File: src/rtl/jt9346_ctrl.sv
`default_nettype none
// ============================================================================
// Module   : jt9346_ctrl
// Brief    : Serial initiator for 93C46/93C06-compatible EEPROMs. Takes one
//            parallel command, drives scs/sclk/sdi, captures sdo read data
//            and polls ready/busy after programming commands.
// Revision : 1.0 - initial release
// ============================================================================
module jt9346_ctrl #(
  parameter int AW     = 6,
  parameter int DW     = 16,
  parameter int CLKDIV = 4,
  parameter int TOUT   = 65535
) (
  input  logic          clk,
  input  logic          rst_n,
  input  logic          cmd_valid,
  output logic          cmd_ready,
  input  logic [2:0]    cmd_op,
  input  logic [AW-1:0] cmd_addr,
  input  logic [DW-1:0] cmd_data,
  output logic [DW-1:0] rd_data,
  output logic          rd_valid,
  output logic          done,
  output logic          err,
  output logic          sclk,
  output logic          sdi,
  output logic          scs,
  input  logic          sdo
);

  // Frame geometry: start bit + 2 opcode bits + address, optionally DW data bits
  localparam int c_HDR  = 3 + AW;
  localparam int c_FW   = c_HDR + DW;
  localparam int c_CMAX = (TOUT > 2*CLKDIV) ? TOUT : 2*CLKDIV;
  localparam int c_CW   = $clog2(c_CMAX + 1);
  localparam int c_BW   = $clog2(c_FW + 1);

  localparam logic [c_CW-1:0] c_HALF_LAST  = c_CW'(CLKDIV - 1);
  localparam logic [c_CW-1:0] c_DESEL_LAST = c_CW'(2*CLKDIV - 1);
  localparam logic [c_CW-1:0] c_POLL_WAIT  = c_CW'(CLKDIV);
  localparam logic [c_CW-1:0] c_TOUT_LAST  = c_CW'(TOUT - 1);
  localparam logic [c_BW-1:0] c_HDR_LAST   = c_BW'(c_HDR - 1);
  localparam logic [c_BW-1:0] c_FULL_LAST  = c_BW'(c_FW - 1);

  localparam logic [2:0] c_IDLE   = 3'd0;
  localparam logic [2:0] c_SETUP  = 3'd1;
  localparam logic [2:0] c_SHIFT  = 3'd2;
  localparam logic [2:0] c_READ   = 3'd3;
  localparam logic [2:0] c_DESEL  = 3'd4;
  localparam logic [2:0] c_POLL   = 3'd5;
  localparam logic [2:0] c_DESEL2 = 3'd6;
  localparam logic [2:0] c_DONE   = 3'd7;

  logic [2:0]      r_state;
  logic [c_CW-1:0] r_cnt;
  logic [c_BW-1:0] r_bit;
  logic [c_BW-1:0] r_last;
  logic [c_FW-1:0] r_sreg;
  logic [DW-2:0]   r_shift;
  logic            r_read;
  logic            r_poll;
  logic            r_fail;
  logic [DW-1:0]   r_rd_data;
  logic            r_rd_valid;
  logic            r_done;
  logic            r_err;
  logic            r_sclk;
  logic            r_sdi;
  logic            r_scs;
  logic            r_ready;

  logic [1:0]      w_opbits;
  logic [AW-1:0]   w_afield;
  logic            w_wdata;
  logic            w_read;
  logic            w_poll;
  logic [c_FW-1:0] w_frame;
  logic [c_BW-1:0] w_last;
  logic [DW-1:0]   w_shift_nxt;

  // Decode the requested command into opcode bits, address field and flags
  always_comb begin
    w_opbits = 2'b00;
    w_afield = '0;
    w_wdata  = 1'b0;
    w_read   = 1'b0;
    w_poll   = 1'b0;
    case (cmd_op)
      3'd0: begin w_opbits = 2'b10; w_afield = cmd_addr; w_read = 1'b1; end
      3'd1: begin w_opbits = 2'b01; w_afield = cmd_addr; w_wdata = 1'b1; w_poll = 1'b1; end
      3'd2: begin w_opbits = 2'b11; w_afield = cmd_addr; w_poll = 1'b1; end
      3'd3: w_afield[AW-1:AW-2] = 2'b11;
      3'd4: w_afield[AW-1:AW-2] = 2'b00;
      3'd5: begin w_afield[AW-1:AW-2] = 2'b10; w_poll = 1'b1; end
      3'd6: begin w_afield[AW-1:AW-2] = 2'b01; w_wdata = 1'b1; w_poll = 1'b1; end
      default: w_opbits = 2'b00;
    endcase
  end

  // READ clocks the DW data bits too, so it shares the long frame length
  assign w_frame     = {1'b1, w_opbits, w_afield, (w_wdata ? cmd_data : {DW{1'b0}})};
  assign w_last      = (w_wdata || w_read) ? c_FULL_LAST : c_HDR_LAST;
  assign w_shift_nxt = {r_shift, sdo};

  // Command sequencer: frame shifting, read capture, ready polling, completion
  always_ff @(posedge clk or negedge rst_n) begin
    if (!rst_n) begin
      r_state    <= c_IDLE;
      r_cnt      <= '0;
      r_bit      <= '0;
      r_last     <= '0;
      r_sreg     <= '0;
      r_shift    <= '0;
      r_read     <= 1'b0;
      r_poll     <= 1'b0;
      r_fail     <= 1'b0;
      r_rd_data  <= '0;
      r_rd_valid <= 1'b0;
      r_done     <= 1'b0;
      r_err      <= 1'b0;
      r_sclk     <= 1'b0;
      r_sdi      <= 1'b0;
      r_scs      <= 1'b0;
      r_ready    <= 1'b1;
    end else begin
      r_rd_valid <= 1'b0;
      r_done     <= 1'b0;
      r_err      <= 1'b0;
      case (r_state)
        c_IDLE: begin
          r_ready <= 1'b1;
          if (cmd_valid && r_ready) begin
            r_ready <= 1'b0;
            if (cmd_op == 3'd7) begin
              // Reserved op: no pin activity, immediate error completion
              r_done <= 1'b1;
              r_err  <= 1'b1;
            end else begin
              r_state <= c_SETUP;
              r_scs   <= 1'b1;
              r_sdi   <= 1'b1;
              r_cnt   <= '0;
              r_bit   <= '0;
              r_sreg  <= w_frame << 1;
              r_last  <= w_last;
              r_read  <= w_read;
              r_poll  <= w_poll;
              r_fail  <= 1'b0;
            end
          end
        end
        c_SETUP: begin
          if (r_cnt == c_HALF_LAST) begin
            r_cnt   <= '0;
            r_sclk  <= 1'b1;
            r_state <= c_SHIFT;
          end else begin
            r_cnt <= r_cnt + c_CW'(1);
          end
        end
        c_SHIFT, c_READ: begin
          if (r_cnt != c_HALF_LAST) begin
            r_cnt <= r_cnt + c_CW'(1);
          end else begin
            r_cnt <= '0;
            if (!r_sclk) begin
              r_sclk <= 1'b1;
            end else begin
              // Last high cycle: sample sdo, drop sclk, present next bit
              r_sclk <= 1'b0;
              r_sdi  <= r_sreg[c_FW-1];
              r_sreg <= {r_sreg[c_FW-2:0], 1'b0};
              if (r_read && (r_bit == c_HDR_LAST) && sdo)
                r_fail <= 1'b1;
              if (r_read && (r_bit > c_HDR_LAST))
                r_shift <= w_shift_nxt[DW-2:0];
              if (r_bit == r_last) begin
                r_scs   <= 1'b0;
                r_state <= c_DESEL;
                if (r_read) begin
                  r_rd_data  <= w_shift_nxt;
                  r_rd_valid <= 1'b1;
                end
              end else begin
                r_bit <= r_bit + c_BW'(1);
                if (r_read && (r_bit == c_HDR_LAST))
                  r_state <= c_READ;
              end
            end
          end
        end
        c_DESEL: begin
          if (r_cnt == c_DESEL_LAST) begin
            r_cnt <= '0;
            if (r_poll) begin
              r_state <= c_POLL;
              r_scs   <= 1'b1;
            end else begin
              r_state <= c_DONE;
            end
          end else begin
            r_cnt <= r_cnt + c_CW'(1);
          end
        end
        c_POLL: begin
          // Timeout budget covers the whole POLL residency including the settle wait
          if ((r_cnt >= c_POLL_WAIT) && sdo) begin
            r_scs   <= 1'b0;
            r_cnt   <= '0;
            r_state <= c_DESEL2;
          end else if (r_cnt == c_TOUT_LAST) begin
            r_fail  <= 1'b1;
            r_scs   <= 1'b0;
            r_cnt   <= '0;
            r_state <= c_DESEL2;
          end else begin
            r_cnt <= r_cnt + c_CW'(1);
          end
        end
        c_DESEL2: begin
          if (r_cnt == c_DESEL_LAST) begin
            r_cnt   <= '0;
            r_state <= c_DONE;
          end else begin
            r_cnt <= r_cnt + c_CW'(1);
          end
        end
        c_DONE: begin
          r_done  <= 1'b1;
          r_err   <= r_fail;
          r_state <= c_IDLE;
        end
        default: r_state <= c_IDLE;
      endcase
    end
  end

  assign cmd_ready = r_ready;
  assign rd_data   = r_rd_data;
  assign rd_valid  = r_rd_valid;
  assign done      = r_done;
  assign err       = r_err;
  assign sclk      = r_sclk;
  assign sdi       = r_sdi;
  assign scs       = r_scs;

endmodule
`default_nettype wire

File: config.mk
export PLATFORM = sky130hd
export DESIGN_NAME = jt9346_ctrl
export DESIGN_NICKNAME = d
export VERILOG_FILES = /design/src/rtl/jt9346_ctrl.sv
export SDC_FILE = /design/constraint.sdc
export NUM_CORES = 1
export LEC_CHECK = 0
export CORE_UTILIZATION = 55
export DETAILED_ROUTE_END_ITERATION = 10
export PLACE_DENSITY = 0.79
export REMOVE_ABC_BUFFERS = 1
export SYNTH_ARGS = -nofsm -noshare
export SYNTH_HDL_FRONTEND = slang
export SYNTH_SLANG_ARGS = --single-unit
File: constraint.sdc
create_clock -name clk -period 7 [get_ports clk]
set_clock_uncertainty 0.1 [all_clocks]
set_input_delay 0.7 -clock clk [delete_from_list [all_inputs] [get_ports clk]]
set_output_delay 0.7 -clock clk [all_outputs]
set_load 0.02 [all_outputs]
==> results_dict.tcl, run 1 <==
set metrics [dict create \
    status "completed" \
    combPwrFrac_pct 4.3 \
    post-cts-setup-buffer-count 0 \
    critPathCaptureType "flip-flop" \
    globalplace.congestion 0.8464 \
    via_count 3387 \
    firstDrtPassIters 5 \
    layout.cells.non_filler 575 \
    grt_usage_pct 23.23 \
    n_antenna_cell 0 \
    r2r_start "r_cnt[12]" \
    final_cell_mix "dfrtp_1, clkdlybuf4s50_1, nand2_1, o21ai_0, mux2_2" \
    start_util_pct 57.08 \
    totalWireLength_um 8709 \
    dieArea_um2 8381 \
    cp_common_cell "nand3_1" \
    dp_worst_setup_slack_ns 3.762 \
    hold_slack_ns 0.2130 \
    p_clk_share_pct 38.2 \
    intPower_uw 686.3 \
    drive_above_1_share_pct 13.95 \
    clk_pin_slew_worst_paths_ns 0.10 \
    ys_seq_elements 91 \
    grt-ovfl-total 0 \
    path_cells "clkdlybuf4s50_1, nand3_1, nand3_1, and2_0, nor2_1, o21ai_0, a22o_1" \
    switchingPower_uw 227.5 \
    period_share_pct 41.60 \
    synth_cells 428 \
    synth_area_per_cell_um2 10.30 \
    cap_violations 0 \
    rsz0062_at_grt "false" \
    setup_tns_ns 0 \
    fin_ws_ns 4.088 \
    coreArea_um2 7727 \
    ctsResizeCount 0 \
    grt_pass1_vias 3203 \
    drtIter0Drc 375 \
    yosys_warnings 0 \
    clock_path_buffers 2 \
    cts_buffers 9 \
    tightest_slew_ns 0.9901 \
    antenna_found_initial 0 \
    dp_hpwl_um 6133 \
    insertion_delay_ns 0.35 \
    peakVddDrop_mv 0.1005 \
    regToRegSetupSlack_ns 4.19 \
    synth.cell_area_um2 4410 \
    route.detailed.drc 0 \
    cts_tree "done" \
    p_seq_share_pct 57.5 \
    finalSetupViolations 0 \
    nets 502 \
    post_drt_wl_per_cell_um 15.15 \
    p_per_area_nw_per_um2 177.1 \
    period_minus_slack_ns 2.912 \
    cts_hold_buf 0 \
    p_sw_share_pct 24.90 \
    die_h_um 91.55 \
    cp.required_ns 7.15 \
    slew_headroom_pct 33.75 \
    cp_slowest_cell "nor2_1" \
    crit_buf_inv 1 \
    htree_levels 3 \
    synth_edf_count 0 \
    cp_top_family "simple AND/OR/NAND/NOR gates" \
    grt_start_max_net_pins 51 \
    ff2ff_path_depth 5 \
    cts_root_buffer "clkbuf_8" \
    dp_cells 559 \
    worstHoldPathType "input pin to asynchronous set/reset pin" \
    yosysSeqAreaShare_pct 51.66 \
    area_growth_pct 17.02 \
    io_pins 52 \
    yosys.cell_types.count 56 \
    cpPeakStageDelay_ns 0.64 \
    p_leak_nw 2.236 \
    arrival_ns 3.06 \
    grt_pass1_wl_um 15460 \
    ys_async_sr_fraction_pct 100.0 \
    detail-route-antenna-nets 0 \
    rows 32 \
    max_freq_mhz 343.4 \
    design_power_total_uw 913.9 \
    maxSlewViolCount 0 \
    synth_ff_type "dfrtp_1" \
    viasPerCell 5.890 \
    dieWidth_um 91.55 \
    cts.sinks 91 \
    crit_type "input pin to flip-flop" \
    startpoint_type "input pin" \
    critPathMaxFanout 12 \
    port_buffers 51 \
    layout_commonest_cell "dfrtp_1" \
    finalHoldViolCount 0 \
    worstReg2RegEnd "r_shift[14]" \
]
routing by layer:
metal  part of all wire [%]  global-route usage [%]  vias up
li1                       -                       -     1632
met1                     45                   34.38     1621
met2                     48                   35.15      121
met3                    5.3                   2.848       13
met4                    1.4                   8.598        0
met5                      0                       0        -
cells by family (layout without fill, tap and decap cells):
kind of cell,Yosys count,in the layout,share of synthesized area [%]
simple gates,139,139,16.31
flops,91,91,51.66
xor+xnor,6,6,1.191
buf+inv,37,82,3.858
mux,32,32,8.170
compound gates,118,118,17.39
fa+ha+maj,5,5,1.418
worst max-delay path by stage:
stage | from | endpoint | slack [ns] | depth (start not counted)
after global placement | cmd_op[0] | r_cnt[9] | 3.87 | 7
final | cmd_op[0] | r_cnt[9] | 4.09 | 7
after global routing | cmd_op[0] | r_cnt[13] | 3.86 | 7
after detailed placement | cmd_op[0] | r_cnt[6] | 3.76 | 7
after floorplan | r_state[1] | rd_data[0] | 3.51 | 4
after CTS | cmd_op[0] | r_cnt[9] | 4.14 | 7
sequential cells by signal (all words and copies together) (netlist names):
register   cells
cmd_ready      1
err            1
sclk           1
r_bit          5
scs            1
r_state        3
sdi            1
r_last         2
r_cnt         16
r_poll         1
r_read         1
r_fail         1
r_sreg        24
rd_valid       1
rd_data       16
done           1
r_shift       15
Yosys cell counts, types with 2 or more instances:
master     instances  area, um^2
ha_1               5       62.56
clkbuf_1          16       60.06
a211oi_1           3       22.52
a21oi_1           12       60.06
a31oi_1           11       68.82
mux2_2            31       349.1
dfrtp_1           90        2252
nand3_1           23       115.1
nor2b_1            5       31.28
nand2b_1           4       25.02
a21o_1             5       37.54
a22oi_1           19       142.6
nor3_1            11       55.05
nor2_1            24       90.09
a41oi_1            3       26.28
a22o_1             4       35.03
o211ai_1           2       15.01
o2bb2ai_1          2       17.52
buf_6              3       33.78
o21ai_0           40       200.2
nand2_1           46       172.7
xnor2_1            6       52.55
buf_2              7       35.03
nor4b_1            2       17.52
or3_1              3       18.77
o21a_1             2       15.01
o31ai_1            2       15.01
inv_1             11       41.29
and3_1             4       25.02
o22ai_1            3       18.77
nand4_1            2       12.51
o221ai_1           2       17.52
o22a_1             2       17.52
power groups by stage:
stage                     clock [mW]  combinational, mW  sequential, mW
after floorplan                    0            0.00873           0.536
after global placement             0             0.0392           0.536
after detailed placement           0             0.0402           0.536
after CTS                      0.359             0.0401           0.525
after global routing           0.385             0.0445           0.525
final                          0.349             0.0392           0.525
stage by stage:
stage	util, %	instance area, um^2
after floorplan	-	4282
after global placement	64.14	4956
after detailed placement	64.14	4956
after CTS	66.79	5161
after global routing	66.79	5161
final	66.79	5161
area by class of cell:
| cell class | instances | area [um^2] |
|---|---|---|
| Multi-Input combinational cell | 300 | 1971 |
| Sequential cell | 91 | 2278 |
| Inverter | 11 | 41.29 |
| Fill cell | 588 | 2566 |
| Clock inverter | 7 | 81.33 |
| Tap cell | 102 | 127.6 |
| Clock buffer | 9 | 123.9 |
| Timing Repair Buffer | 55 | 538.0 |
Power figures use the tool's default switching activity.
==> inputs of run 2 (changes only) <==
Settings changed: CORE_UTILIZATION 55 to 50, PLACE_DENSITY 0.79 to 0.75.
Clock period 7 ns to 2.62 ns, I/O delays scaled along.
==> run 2 against run 1 <==
Routed wire length rose by 3.9%; sequential power rose to 2.7 times the previous value; count of clock-buffer cells in the layout did not move; sequential share of layout area fell by 0.99 points; register-to-register slack got worse by 4.0 ns; final cell count rose by 3.0%; power rose to 2.7 times the previous value.
==> results_dict.tcl, run 2 (same netlist as run 1, synthesis figures left out) <==
set metrics [dict create \
    status "completed" \
    viasPerCell 5.841 \
    post_drt_wl_per_cell_um 15.29 \
    worstReg2RegEnd "r_shift[3]" \
    r2r_start "r_cnt[11]" \
    crit_buf_inv 1 \
    cp.required_ns 2.78 \
    cts_buffers 9 \
    critPathMaxFanout 15 \
    period_minus_slack_ns 2.388 \
    crit_type "flip-flop to flip-flop" \
    cap_violations 0 \
    dp_hpwl_um 6297 \
    rows 33 \
    peakVddDrop_mv 0.2380 \
    final_cell_mix "dfrtp_1, clkdlybuf4s50_1, nand2_1, o21ai_0, mux2_2" \
    ctsResizeCount 0 \
    dieWidth_um 95.92 \
    cpPeakStageDelay_ns 0.44 \
    fin_ws_ns 0.2319 \
    period_share_pct 91.15 \
    p_per_area_nw_per_um2 463.2 \
    area_growth_pct 19.72 \
    finalSetupViolations 0 \
    regToRegSetupSlack_ns 0.23 \
    start_util_pct 52.62 \
    design_power_total_mw 2.446 \
    port_buffers 51 \
    fin_util_pct 62.99 \
    nets 516 \
    path_cells "nor4_2, nand4_2, nor3b_2, nor3b_4, buf_4, mux2_2" \
    cp_slowest_cell "dfrtp_1" \
    clk_pin_slew_worst_paths_ns 0.10 \
    drive_above_1_share_pct 16.22 \
    via_count 3458 \
    die_h_um 95.92 \
    coreArea_um2 8382 \
    arrival_ns 2.55 \
    critPathCaptureType "flip-flop" \
    p_leak_nw 2.301 \
    grt_start_max_net_pins 51 \
    grt_pass1_wl_um 15280 \
    max_freq_mhz 418.7 \
    clock_path_buffers 2 \
    globalplace.congestion 0.9465 \
    rsz0062_at_grt "false" \
    ff2ff_path_depth 6 \
    finalHoldViolCount 0 \
    largest_reg_flops 24 \
    worstHoldPathType "input pin to asynchronous set/reset pin" \
    firstDrtPassIters 5 \
    top_register "r_sreg" \
    stdcell_area_um2 5280 \
    insertion_delay_ns 0.37 \
    io_pins 52 \
    hold_slack_ns 0.3257 \
    placed_area_um2 5082 \
    startpoint_type "flip-flop" \
    grt_pass1_vias 3190 \
    cts.sinks 91 \
    htree_levels 3 \
    drtIter0Drc 264 \
    multi_input_area_um2 1971 \
    maxSlewViolCount 0 \
    layout_commonest_cell "dfrtp_1" \
    dp_worst_setup_slack_ns 0.2330 \
    slew_headroom_pct 59.66 \
    cts_tree "done" \
    dieArea_um2 9201 \
    totalWireLength_um 9050 \
    route.detailed.drc 0 \
    seq_area_um2 2278 \
    tightest_slew_ns 0.6051 \
    grt-ovfl-total 0 \
    fillers 695 \
    detail-route-antenna-nets 0 \
    antenna_found_initial 0 \
    n_antenna_cell 0 \
    grt_usage_pct 21.79 \
    cts_root_buffer "clkbuf_8" \
    cp_top_family "simple AND/OR/NAND/NOR gates" \
]
run 2: changes by cell type in the layout (fill, tap and decap cells not counted), sizes merged:
cell         change
clkinvlp         +2
dlygate4sd3      +1
buf             +13
clkinv           -4
inv              +2
run 2: worst max-delay path by stage:
| stage | start | endpoint | slack (ns) | cells past startpoint |
|---|---|---|---|---|
| CTS | r_cnt[11] | r_shift[1] | 0.21 | 6 |
| finish | r_cnt[11] | r_shift[3] | 0.23 | 6 |
| detailed placement | r_cnt[11] | r_shift[7] | 0.23 | 6 |
| global route | r_cnt[0] | r_state[1] | 0.06 | 7 |
| floorplan | r_state[1] | rd_data[0] | -0.87 | 4 |
| global placement | r_cnt[12] | r_shift[5] | 0.30 | 6 |
run 2: area by class of cell:
| class | instances | area share [%] |
|---|---|---|
| multi-input combinational | 300 | 37.32 |
| clock buffer | 9 | 2.346 |
| clock inverter | 7 | 1.209 |
| sequential | 91 | 43.15 |
| inverter | 11 | 0.7820 |
| timing repair buffer | 69 | 12.70 |
| tap | 105 | 2.488 |
run 2: routing by layer:
metal	share of wire, %	global-route usage, %	up-vias
met4	1.3	7.587	0
li1	-	-	1664
met5	0	0	-
met3	4.8	4.502	14
met1	47	31.50	1674
met2	46	32.56	106
run 2: report_power, final:
part	internal (mW)	leakage, nW	total [mW]	switching, mW
registers	1.40	1.22	1.40	0
logic	0.0577	0.993	0.115	0.0574
clock network	0.368	0.0907	0.927	0.559
total	1.83	2.30	2.45	0.617
run 2: what timing repair did:
action,4_1_cts,5_1_grt
hold buffers,1,0
hold endpoints to repair,45,0
setup endpoints to repair,0,0
setup buffers,0,0
run 2: per-stage QoR:
| stage | TNS (ns) | instances |
|---|---|---|
| floorplan | -41.07 | 402 |
| global placement | 0 | 575 |
| detailed placement | 0 | 575 |
| CTS | 0 | 592 |
| global route | 0 | 592 |
| finish | 0 | 592 |
